## src/rtl/reset_seq_ctrl.sv

```systemverilog
// reset_seq_ctrl: sequences reset release for NUM_DOMAINS downstream reset
// domains. Raw reset, software requests and watchdog expiry all lead to a
// common hold period, followed by in-order domain release with a fixed gap.
module reset_seq_ctrl #(
  parameter int SYNC_STAGES    = 2,
  parameter int NUM_DOMAINS    = 3,
  parameter int MIN_ASSERT_CYC = 16,
  parameter int RELEASE_GAP    = 8,
  parameter int CNT_W          = 8
) (
  input  logic                   clk,
  input  logic                   rst_n,
  input  logic                   sw_rst_req,
  input  logic                   wdt_expire,
  output logic [NUM_DOMAINS-1:0] dom_rst_out,
  output logic                   rst_busy,
  output logic                   rst_done,
  output logic [1:0]             rst_cause
);

  // The FSM's SYNC state bit acts as the final synchroniser stage: it leaves
  // SYNC on the same edge a full SYNC_STAGES-deep chain output would clear.
  localparam int SYNC_W = SYNC_STAGES - 1;
  localparam int IDX_W  = $clog2(NUM_DOMAINS + 1);

  localparam logic [CNT_W-1:0] HOLD_LAST = CNT_W'(MIN_ASSERT_CYC - 1);
  localparam logic [CNT_W-1:0] GAP_LAST  = CNT_W'(RELEASE_GAP - 1);
  localparam logic [IDX_W-1:0] IDX_END   = IDX_W'(NUM_DOMAINS);

  typedef enum logic [2:0] {
    SYNC,
    HOLD,
    RELEASE,
    DONE,
    IDLE
  } state_t;

  state_t                 state_reg, state_next;
  logic [SYNC_W-1:0]      sync_reg;
  logic [CNT_W-1:0]       cnt_reg, cnt_next;
  logic [IDX_W-1:0]       idx_reg, idx_next;
  logic [NUM_DOMAINS-1:0] dom_reg, dom_next;
  logic [1:0]             cause_reg, cause_next;
  logic [NUM_DOMAINS-1:0] clr_sel;
  logic                   sync_released;
  logic                   req;

  // Release synchroniser: set asynchronously, shifts in zeros once released.
  always_ff @(posedge clk or posedge rst_n) begin
    if (rst_n) begin
      sync_reg <= '1;
    end else begin
      sync_reg <= SYNC_W'({sync_reg, 1'b0});
    end
  end

  assign sync_released = ~sync_reg[SYNC_W-1];
  assign req           = sw_rst_req | wdt_expire;

  // One-hot decode of the domain selected for release by the current index;
  // indices past the last domain select nothing.
  genvar gi;
  generate
    for (gi = 0; gi < NUM_DOMAINS; gi++) begin : g_clr_sel
      assign clr_sel[gi] = (idx_reg == IDX_W'(gi));
    end
  endgenerate

  // Sequencer state, counters, domain resets and cause register.
  always_ff @(posedge clk or posedge rst_n) begin
    if (rst_n) begin
      state_reg <= SYNC;
      cnt_reg   <= '0;
      idx_reg   <= '0;
      dom_reg   <= '1;
      cause_reg <= 2'b00;
    end else begin
      state_reg <= state_next;
      cnt_reg   <= cnt_next;
      idx_reg   <= idx_next;
      dom_reg   <= dom_next;
      cause_reg <= cause_next;
    end
  end

  // Next-state and output logic; a request outside SYNC overrides everything.
  always_comb begin
    state_next = state_reg;
    cnt_next   = cnt_reg;
    idx_next   = idx_reg;
    dom_next   = dom_reg;
    cause_next = cause_reg;
    rst_busy   = 1'b1;
    rst_done   = 1'b0;

    case (state_reg)
      SYNC: begin
        if (sync_released) begin
          state_next = HOLD;
          cnt_next   = '0;
          idx_next   = '0;
        end
      end

      HOLD: begin
        if (cnt_reg == HOLD_LAST) begin
          dom_next[0] = 1'b0;
          state_next  = RELEASE;
          cnt_next    = '0;
          idx_next    = IDX_W'(1);
        end else begin
          cnt_next = cnt_reg + CNT_W'(1);
        end
      end

      RELEASE: begin
        // Once the index runs past the last domain, busy drops on the next
        // edge together with the done pulse (also covers NUM_DOMAINS = 1).
        if (idx_reg == IDX_END) begin
          state_next = DONE;
        end else if (cnt_reg == GAP_LAST) begin
          dom_next = dom_reg & ~clr_sel;
          idx_next = idx_reg + IDX_W'(1);
          cnt_next = '0;
        end else begin
          cnt_next = cnt_reg + CNT_W'(1);
        end
      end

      DONE: begin
        rst_busy   = 1'b0;
        rst_done   = ~req;
        state_next = IDLE;
      end

      IDLE: begin
        rst_busy = 1'b0;
      end

      default: begin
        state_next = SYNC;
      end
    endcase

    if (req && (state_reg != SYNC)) begin
      dom_next   = '1;
      state_next = HOLD;
      cnt_next   = '0;
      idx_next   = '0;
      cause_next = wdt_expire ? 2'b10 : 2'b01;
    end
  end

  assign dom_rst_out = dom_reg;
  assign rst_cause   = cause_reg;

endmodule

```

## config.mk

```make
export PLATFORM = sky130hd
export DESIGN_NAME = reset_seq_ctrl
export DESIGN_NICKNAME = d
export VERILOG_FILES = /design/src/rtl/reset_seq_ctrl.sv
export SDC_FILE = /design/constraint.sdc
export NUM_CORES = 1
export LEC_CHECK = 0
export CAP_MARGIN = 20
export CORE_UTILIZATION = 25
export DETAILED_ROUTE_END_ITERATION = 8
export PLACE_DENSITY = 0.48
export REMOVE_ABC_BUFFERS = 1
export SKIP_LAST_GASP = 1
export SYNTH_ARGS = -nofsm -noshare
export SYNTH_HDL_FRONTEND = slang
export SYNTH_SLANG_ARGS = --single-unit
```

## constraint.sdc

```tcl
create_clock -name clk -period 2.9 [get_ports clk]
set_clock_uncertainty 0.1 [all_clocks]
set_input_delay 0.435 -clock clk [delete_from_list [all_inputs] [get_ports clk]]
set_output_delay 0.435 -clock clk [all_outputs]
set_load 0.01 [all_outputs]
```

After elaboration in Yosys (flattened, before gate mapping)
Index checks and enable logic that the tools add are counted.

$add $sub $neg: 2. Multiply operators: 0. Divide/modulo/power cells: 0. Magnitude comparators: 0. Equal/unequal tests: 16. Shift-type cells: 0. Multiplexer cells: 26. Bitwise operators: 4. Reduce and logical (&&, ||, !) cells: 14.

Operators by type and width (count): $mux W8 (5); $pmux W8 S3 (1); $mux W3 (7); $ne A3 B3 Y1 const B (5); $pmux W3 S5 (1); $mux W2 (7); $add A8 B1 Y8 const B (1); $eq A8 B3 Y1 const B (1); $eq A8 B4 Y1 const B (1); $reduce_and A4 Y1 (2); $eq A3 B2 Y1 const B (2); $pmux W2 S3 (1); $reduce_and A3 Y1 (2); $reduce_bool A3 Y1 (2); $reduce_and A5 Y1 (1); $eq A2 B2 Y1 const B (2); $reduce_bool A2 Y1 (2); $reduce_bool A4 Y1 (1); $and A3 B3 Y3 (1); $eq A3 B1 Y1 const B (1); $eq A3 B3 Y1 const B (1); $logic_not A3 Y1 (1); $mux W1 (3); $not A3 Y3 (1); 10 further kinds (10).

Bits in registers: 19. Latch bits: 0. RAM bits: 0. Memory bits (read-only): 0. Input port bits: 4. Output and inout bits: 7. Word-level logic and storage cells: 69. Memories kept: 0.

Logic depth before layout (Yosys ltp)
Gate-level depths: netlist of run 1.

Depth in word-level cells: 7. Depth in mapped cells: 7. Mapped depth without buffers: 6.

Worst setup path after synthesis of run 1
OpenSTA, ideal clock, no wires.

Path type: register to register. Start point: register idx_reg[0]. End point: register cnt_reg[6]. Arrival time: 1.907 ns. Required time: 2.731 ns. Setup slack: 0.824 ns. Stages on the path, launching flop included: 6. Clock period less this slack: 2.076 ns. Cell sequence: dfrtp_1 ha_1 or3_2 a32o_1 or4_1 nand3_1.

Word-level cells in the longest chain between the ends: 3.

Ends and longest elaborated chain: from (decl) (RTL line 41) `logic [IDX_W-1:0] idx_reg, idx_next;`; from (signal assigned) (RTL line 80) `idx_reg <= idx_next;`; $eq A2 B2 Y1 (RTL line 119) `if (idx_reg == IDX_END) begin`; $ne A3 B3 Y1 (no line); $reduce_and A3 Y1 (no line); to (signal assigned) (RTL line 79) `cnt_reg <= cnt_next;`; to (decl) (RTL line 40) `logic [CNT_W-1:0] cnt_reg, cnt_next;`.

No other way between the ends. A chain may end at the register's enable or synchronous reset.

Worst setup path after layout of run 1
Start point: input wdt_expire. End point: output rst_done.

Word-level cells in the longest chain between the ends: 3.

Ends and longest elaborated chain: from (decl) (RTL line 14) `input logic wdt_expire,`; $or A1 B1 Y1 (RTL line 58) `assign req = sw_rst_req | wdt_expire;`; $not A1 Y1 (RTL line 132) `rst_done = ~req;`; $mux W1 (RTL line 96) `case (state_reg)`; to (decl) (RTL line 17) `output logic rst_done,`.

No other way between the ends.

==> results of run 1 <==
-- logic make-up (layout without fill, tap and decap cells) --
group | count (synthesis) | in the layout
flip-flops | 19 | 19
buffers and inverters | 10 | 19
other | 1 | 1
multiplexers | 3 | 3
AO/OA/AOI/OAI | 30 | 30
adder cells (fa/ha/maj) | 5 | 5
AND/OR/NAND/NOR | 53 | 53
-- final cells by class --
class                           count  share of cell area, %
Multi-Input combinational cell     92                   46.5
Sequential cell                    19                   36.2
Timing Repair Buffer               10                   7.55
Tap cell                           52                   4.91
Clock buffer                        4                   3.40
Inverter                            5                   1.42
-- per-stage QoR --
step           total power, mW  worst slack (ns)  utilization, %  area, um2  hold slack (ns)
3_5_place_dp             0.328             0.290            29.0       1280            0.351
6_report                 0.509             0.287            30.0       1330            0.357
5_1_grt                  0.539             0.225            30.0       1330            0.379
2_1_floorplan            0.308             0.747               -       1120            0.283
4_1_cts                  0.522             0.284            30.0       1330            0.363
3_3_place_gp             0.327             0.334            29.0       1280            0.345
-- path summary, 6_finish.rpt --
| check | startpoint | end | slack [ns] |
|---|---|---|---|
| worst min-delay path | dom_rst_out[2]$_DFFE_PP1P_ | dom_rst_out[2]$_DFFE_PP1P_ | 0.36 |
| worst min register to register | dom_rst_out[2]$_DFFE_PP1P_ | dom_rst_out[2]$_DFFE_PP1P_ | 0.36 |
| worst max-delay path | wdt_expire | rst_done | 0.29 |
| max in group asynchronous | rst_n | cnt_reg[1]$_DFFE_PP0P_ | 1.72 |
| worst max register to register | idx_reg[1]$_DFFE_PP0P_ | cnt_reg[6]$_DFFE_PP0P_ | 0.54 |
| min in group asynchronous | rst_n | idx_reg[0]$_DFFE_PP0P_ | 0.51 |
-- per-layer routing --
metal	share of wire, %	wire, um	vias to the layer above
li1	-	-	451
met1	49	1130	441
met2	47	1090	12
met3	3.0	68	2
met4	0.61	14	0
met5	0	0	-
-- critical path, cell delays in order --
cell             delay (ns)
clkdlybuf4s50_1        0.47
or3_4                  0.48
nor2_1                 0.15
clkdlybuf4s50_1        0.54
-- layout by cell type (no fill, tap or decap), types with 4 or more instances in the layout --
master	netlist	final
a21oi_1	6	6
a22o_1	5	5
nor2_1	13	13
dfrtp_1	15	15
dfstp_2	4	4
inv_1	5	5
nand3_1	5	5
ha_1	5	5
o21ai_0	6	6
nand2_1	12	12
clkdlybuf4s50_1	0	10
-- where the power goes --
part	switching (mW)	internal (mW)
Sequential	0.00400	0.272
Clock	0.0906	0.0976
Combinational	0.0231	0.0215
==> impl_metrics.json, run 1 <==
{
  "outcome": "finished clean",
  "cp-end-kind": "primary output",
  "dpl.hpwl_um": 1670,
  "path_class": "in2out",
  "rows": 24,
  "register_area_um2": 480,
  "synth_most_common_cell": "dfrtp_1",
  "core-area_mm2": 0.00441,
  "arrival_ns": 2.08,
  "synth_xor_area_share_pct": 0,
  "place.gp.congestion": 0.720,
  "synth_edf_count": 0,
  "max_freq_mhz": 383,
  "drv_cap": 0,
  "worst_setup_path_start_kind": "input pin",
  "num_vias": 906,
  "hold_path.class": "reg2reg",
  "p_leak_nw": 0.601,
  "insertion_delay_ns": 0.25,
  "wl_per_cell_um": 12.7,
  "setup_viol": 0,
  "yosys_warnings": 0,
  "slew_headroom_pct": 49.8,
  "track_usage_pct": 10.7,
  "cts-resized-gates": 0,
  "io_pins": 11,
  "yosysSeqAreaShare_pct": 41.4,
  "initial_core_util_pct": 26.3,
  "viasPerCell": 4.98,
  "yosysUniqueCellTypes": 41,
  "drt_iter0_drc": 35,
  "cts_setup_buffers": 0,
  "reg2reg_depth": 5,
  "grtUsageMet3_pct": 3.32,
  "firstDrtPassIters": 4,
  "grt_pass1_vias": 905,
  "period_minus_slack_ns": 2.61,
  "yosys.area_share.simple_pct": 25.5,
  "grt.met2_usage_pct": 18.4,
  "vdd_ir_drop_max_v": 0.000206,
  "avgSynthCellArea_um2": 9.60,
  "drcViolationCount": 0,
  "synth_top_family_by_area": "simple AND/OR/NAND/NOR gates",
  "largest_register_ffs": 8,
  "whs_path_depth": 2,
  "clkTransAtPathRegs_ns": 0.08,
  "die_x_um": 70.2,
  "yosys.area.top_type": "dfrtp_1",
  "pwr_density_cell_mw_per_mm2": 384,
  "multi_input_area_um2": 617,
  "netlist_top_cells_area": "dfrtp_1 (32%), dfstp_2 (9.1%), ha_1 (5.4%), nor2_1 (4.2%), nand2_1 (3.9%)",
  "die_h_um": 70.2,
  "grt_pass1_wl_um": 4190,
  "synth-main-ff-cell": "dfrtp_1",
  "grt_antenna_before_repair": 0,
  "synth_fa_ha_area_share_pct": 5.39,
  "worst_pin_slew_ns": 0.753,
  "synthCells": 121,
  "tns_ns": 0,
  "antenna_left": 0,
  "grt_util_met1_pct": 13.4,
  "diodes": 0,
  "nFillCells": 463,
  "clock-sinks": 19,
  "nNetsFinal": 140,
  "synth_top_cells_by_count": "dfrtp_1 (15), nor2_1 (13), nand2_1 (12)",
  "yosysTopAreaCellShare_pct": 32.3,
  "slew_violations": 0,
  "dieArea_mm2": 0.00492,
  "ys_seq_elements": 19,
  "cts_buffers": 3,
  "cts_root_buf": "clkbuf_8",
  "dp.cells": 178,
  "syn_to_final_growth_pct": 14.2,
  "gr-total-overflow": 0,
  "timing.final.hold_violations": 0,
  "grt_busiest_layer": "met2",
  "async_flop_share_pct": 100,
  "totalWireLength_um": 2300,
  "syn_area_mm2": 0.00116,
  "htree_levels": 1,
  "ctsHoldBuffers": 0,
  "worstPathMaxFanout": 9,
  "synth-compound-area-share_pct": 19.1,
  "clockBufferDepth": 2,
  "instances_no_fill": 182,
  "cts_tree": "done",
  "grt_max_degree": 20,
  "finalCritPeriodShare_pct": 90.1,
  "io_buffer_count": 10,
  "yosys-mux-area-fraction_pct": 2.80,
  "cp.required_ns": 2.37,
  "drive_gt1_share_pct": 15.4,
  "rsz0062_at_grt": "no"
}
Note: power is estimated with default switching activity, not from simulation.
==> run 2, diff against run 1 <==
--- a/config.mk
+++ b/config.mk
@@ -8,6 +8,7 @@
 export CAP_MARGIN = 20
 export CORE_UTILIZATION = 25
 export DETAILED_ROUTE_END_ITERATION = 8
+export GPL_TIMING_DRIVEN = 0
 export PLACE_DENSITY = 0.48
 export REMOVE_ABC_BUFFERS = 1
 export SKIP_LAST_GASP = 1
==> run 2 against run 1 <==
Global-route usage fell by 0.46 points. Sequential share of layout area is essentially flat. Count of clock-buffer cells in the layout down 1. Wire length is 3.8% lower. Maximum frequency increased by 1.4%. First-iteration DRC count rose by 57%. Sequential power barely moved. Flip-flop and latch count is the same. Largest cell class unchanged.
==> impl_metrics.json, run 2 (synthesis results as in run 1) <==
{
  "outcome": "finished clean",
  "rsz0062_at_grt": "no",
  "nNetsFinal": 140,
  "r2r_slack_ns": 0.52,
  "swShare_pct": 22.9,
  "path_cells": "clkdlybuf4s50_1, or3_4, nor2_1, clkdlybuf4s50_1",
  "max_freq_mhz": 388,
  "grt_pass1_vias": 895,
  "finalCritPeriodShare_pct": 88.9,
  "io_pins": 11,
  "dpl.hpwl_um": 1650,
  "setup_viol": 0,
  "firstDrtPassIters": 4,
  "cp_num_buf_inv": 2,
  "wl_per_cell_um": 12.2,
  "slew_violations": 0,
  "syn_to_final_growth_pct": 14.3,
  "reg2reg_depth": 5,
  "drt_iter0_drc": 55,
  "cts-resized-gates": 0,
  "antenna_left": 0,
  "tns_ns": 0,
  "p_leak_nw": 0.604,
  "clock-sinks": 19,
  "crit_slowest_cell": "clkdlybuf4s50_1",
  "totalWireLength_um": 2220,
  "cts_setup_buffers": 0,
  "place.gp.congestion": 0.755,
  "pwr_density_cell_mw_per_mm2": 380,
  "diodes": 0,
  "slew_headroom_pct": 50.3,
  "final_common_cell": "dfrtp_1",
  "crit_top_cell": "clkdlybuf4s50_1",
  "p_sw_uw": 116,
  "vdd_ir_drop_max_v": 0.000152,
  "drv_cap": 0,
  "cts_root_buf": "clkbuf_8",
  "cts_tree": "done",
  "mostFrequentLayoutCells": "dfrtp_1 (15), nor2_1 (13), nand2_1 (12)",
  "final_util_pct": 30.1,
  "critical_path.max_stage_delay_ns": 0.54,
  "period_minus_slack_ns": 2.58,
  "worst_setup_path_start_kind": "input pin",
  "core-area_mm2": 0.00441,
  "grt_antenna_before_repair": 0,
  "initial_core_util_pct": 26.3,
  "min_from": "dom_rst_out[2]$_DFFE_PP1P_",
  "whs_path_depth": 2,
  "worstPathMaxFanout": 9,
  "insertion_delay_ns": 0.26,
  "die_x_um": 70.2,
  "comb_power_share_pct": 8.7,
  "gr-total-overflow": 0,
  "r2r-end": "cnt_reg[6]$_DFFE_PP0P_",
  "num_vias": 889,
  "largest_register_ffs": 8,
  "seq_power_share_pct": 54.7,
  "io_buffer_count": 10,
  "htree_levels": 1,
  "r2r_start": "idx_reg[1]$_DFFE_PP0P_",
  "cp-end-kind": "primary output",
  "clkTransAtPathRegs_ns": 0.07,
  "clockBufferDepth": 2,
  "viasPerCell": 4.88,
  "startpoint": "wdt_expire",
  "timing.final.hold_violations": 0,
  "holdPathEnd": "dom_rst_out[2]$_DFFE_PP1P_",
  "track_usage_pct": 10.2,
  "drive_gt1_share_pct": 16.2,
  "clkPwrFrac_pct": 36.5,
  "arrival_ns": 2.04,
  "path_class": "in2out",
  "cts_buffers": 3,
  "p_int_uw": 390,
  "worst_pin_slew_ns": 0.745,
  "cp.required_ns": 2.37,
  "hold_path.class": "reg2reg",
  "grt_pass1_wl_um": 4040,
  "ctsHoldBuffers": 0,
  "drcViolationCount": 0,
  "rows": 24,
  "cp_top_family": "buffers and inverters",
  "die_h_um": 70.2,
  "dieArea_mm2": 0.00492,
  "grt_max_degree": 20
}
[run 2: power groups by stage]
| stage | sequential (mW) | clock [mW] | combinational (mW) |
|---|---|---|---|
| global route | 0.278 | 0.210 | 0.0504 |
| floorplan | 0.282 | 0 | 0.0257 |
| detailed placement | 0.282 | 0 | 0.0453 |
| CTS | 0.277 | 0.193 | 0.0454 |
| global placement | 0.281 | 0 | 0.0451 |
| finish | 0.276 | 0.184 | 0.0442 |
[run 2: metrics by stage]
stage	hold slack, ns	std cells	area [um2]	setup slack, ns	power [mW]
detailed placement	0.354	178	1280	0.315	0.327
global placement	0.345	178	1280	0.303	0.326
finish	0.359	182	1330	0.322	0.505
CTS	0.365	182	1330	0.309	0.515
global route	0.379	182	1330	0.266	0.538
floorplan	0.283	116	1120	0.747	0.308
[run 2: worst max path at each step]
stage,endpoint,slack (ns),cells after the start
final,rst_done,0.32,4
after global routing,rst_done,0.27,4
after CTS,rst_done,0.31,4
after detailed placement,rst_done,0.31,4
after global placement,rst_done,0.30,4
after floorplan,cnt_reg[6]$_DFFE_PP0P_,0.75,5
[run 2: final cells by class]
cell class | instances | area [um2]
Clock inverter | 1 | 5.00
Timing Repair Buffer | 10 | 100
Fill cell | 449 | 3090
Multi-Input combinational cell | 92 | 617
Sequential cell | 19 | 480
Clock buffer | 3 | 41.3
Tap cell | 52 | 65.1
Inverter | 5 | 18.8
[run 2: routing by layer]
metal | track usage (%) | vias to the layer above | routed length (um)
li1 | - | 451 | -
met1 | 12.5 | 413 | 1080
met2 | 17.8 | 25 | 1040
met3 | 3.17 | 0 | 93
met4 | 1.56 | 0 | 0
met5 | 0 | - | 0
[run 2: worst min-delay path: stages (launching register included)]
cell     delay (ns)
dfstp_2        0.37
nand2_1        0.04
nand2_1        0.05
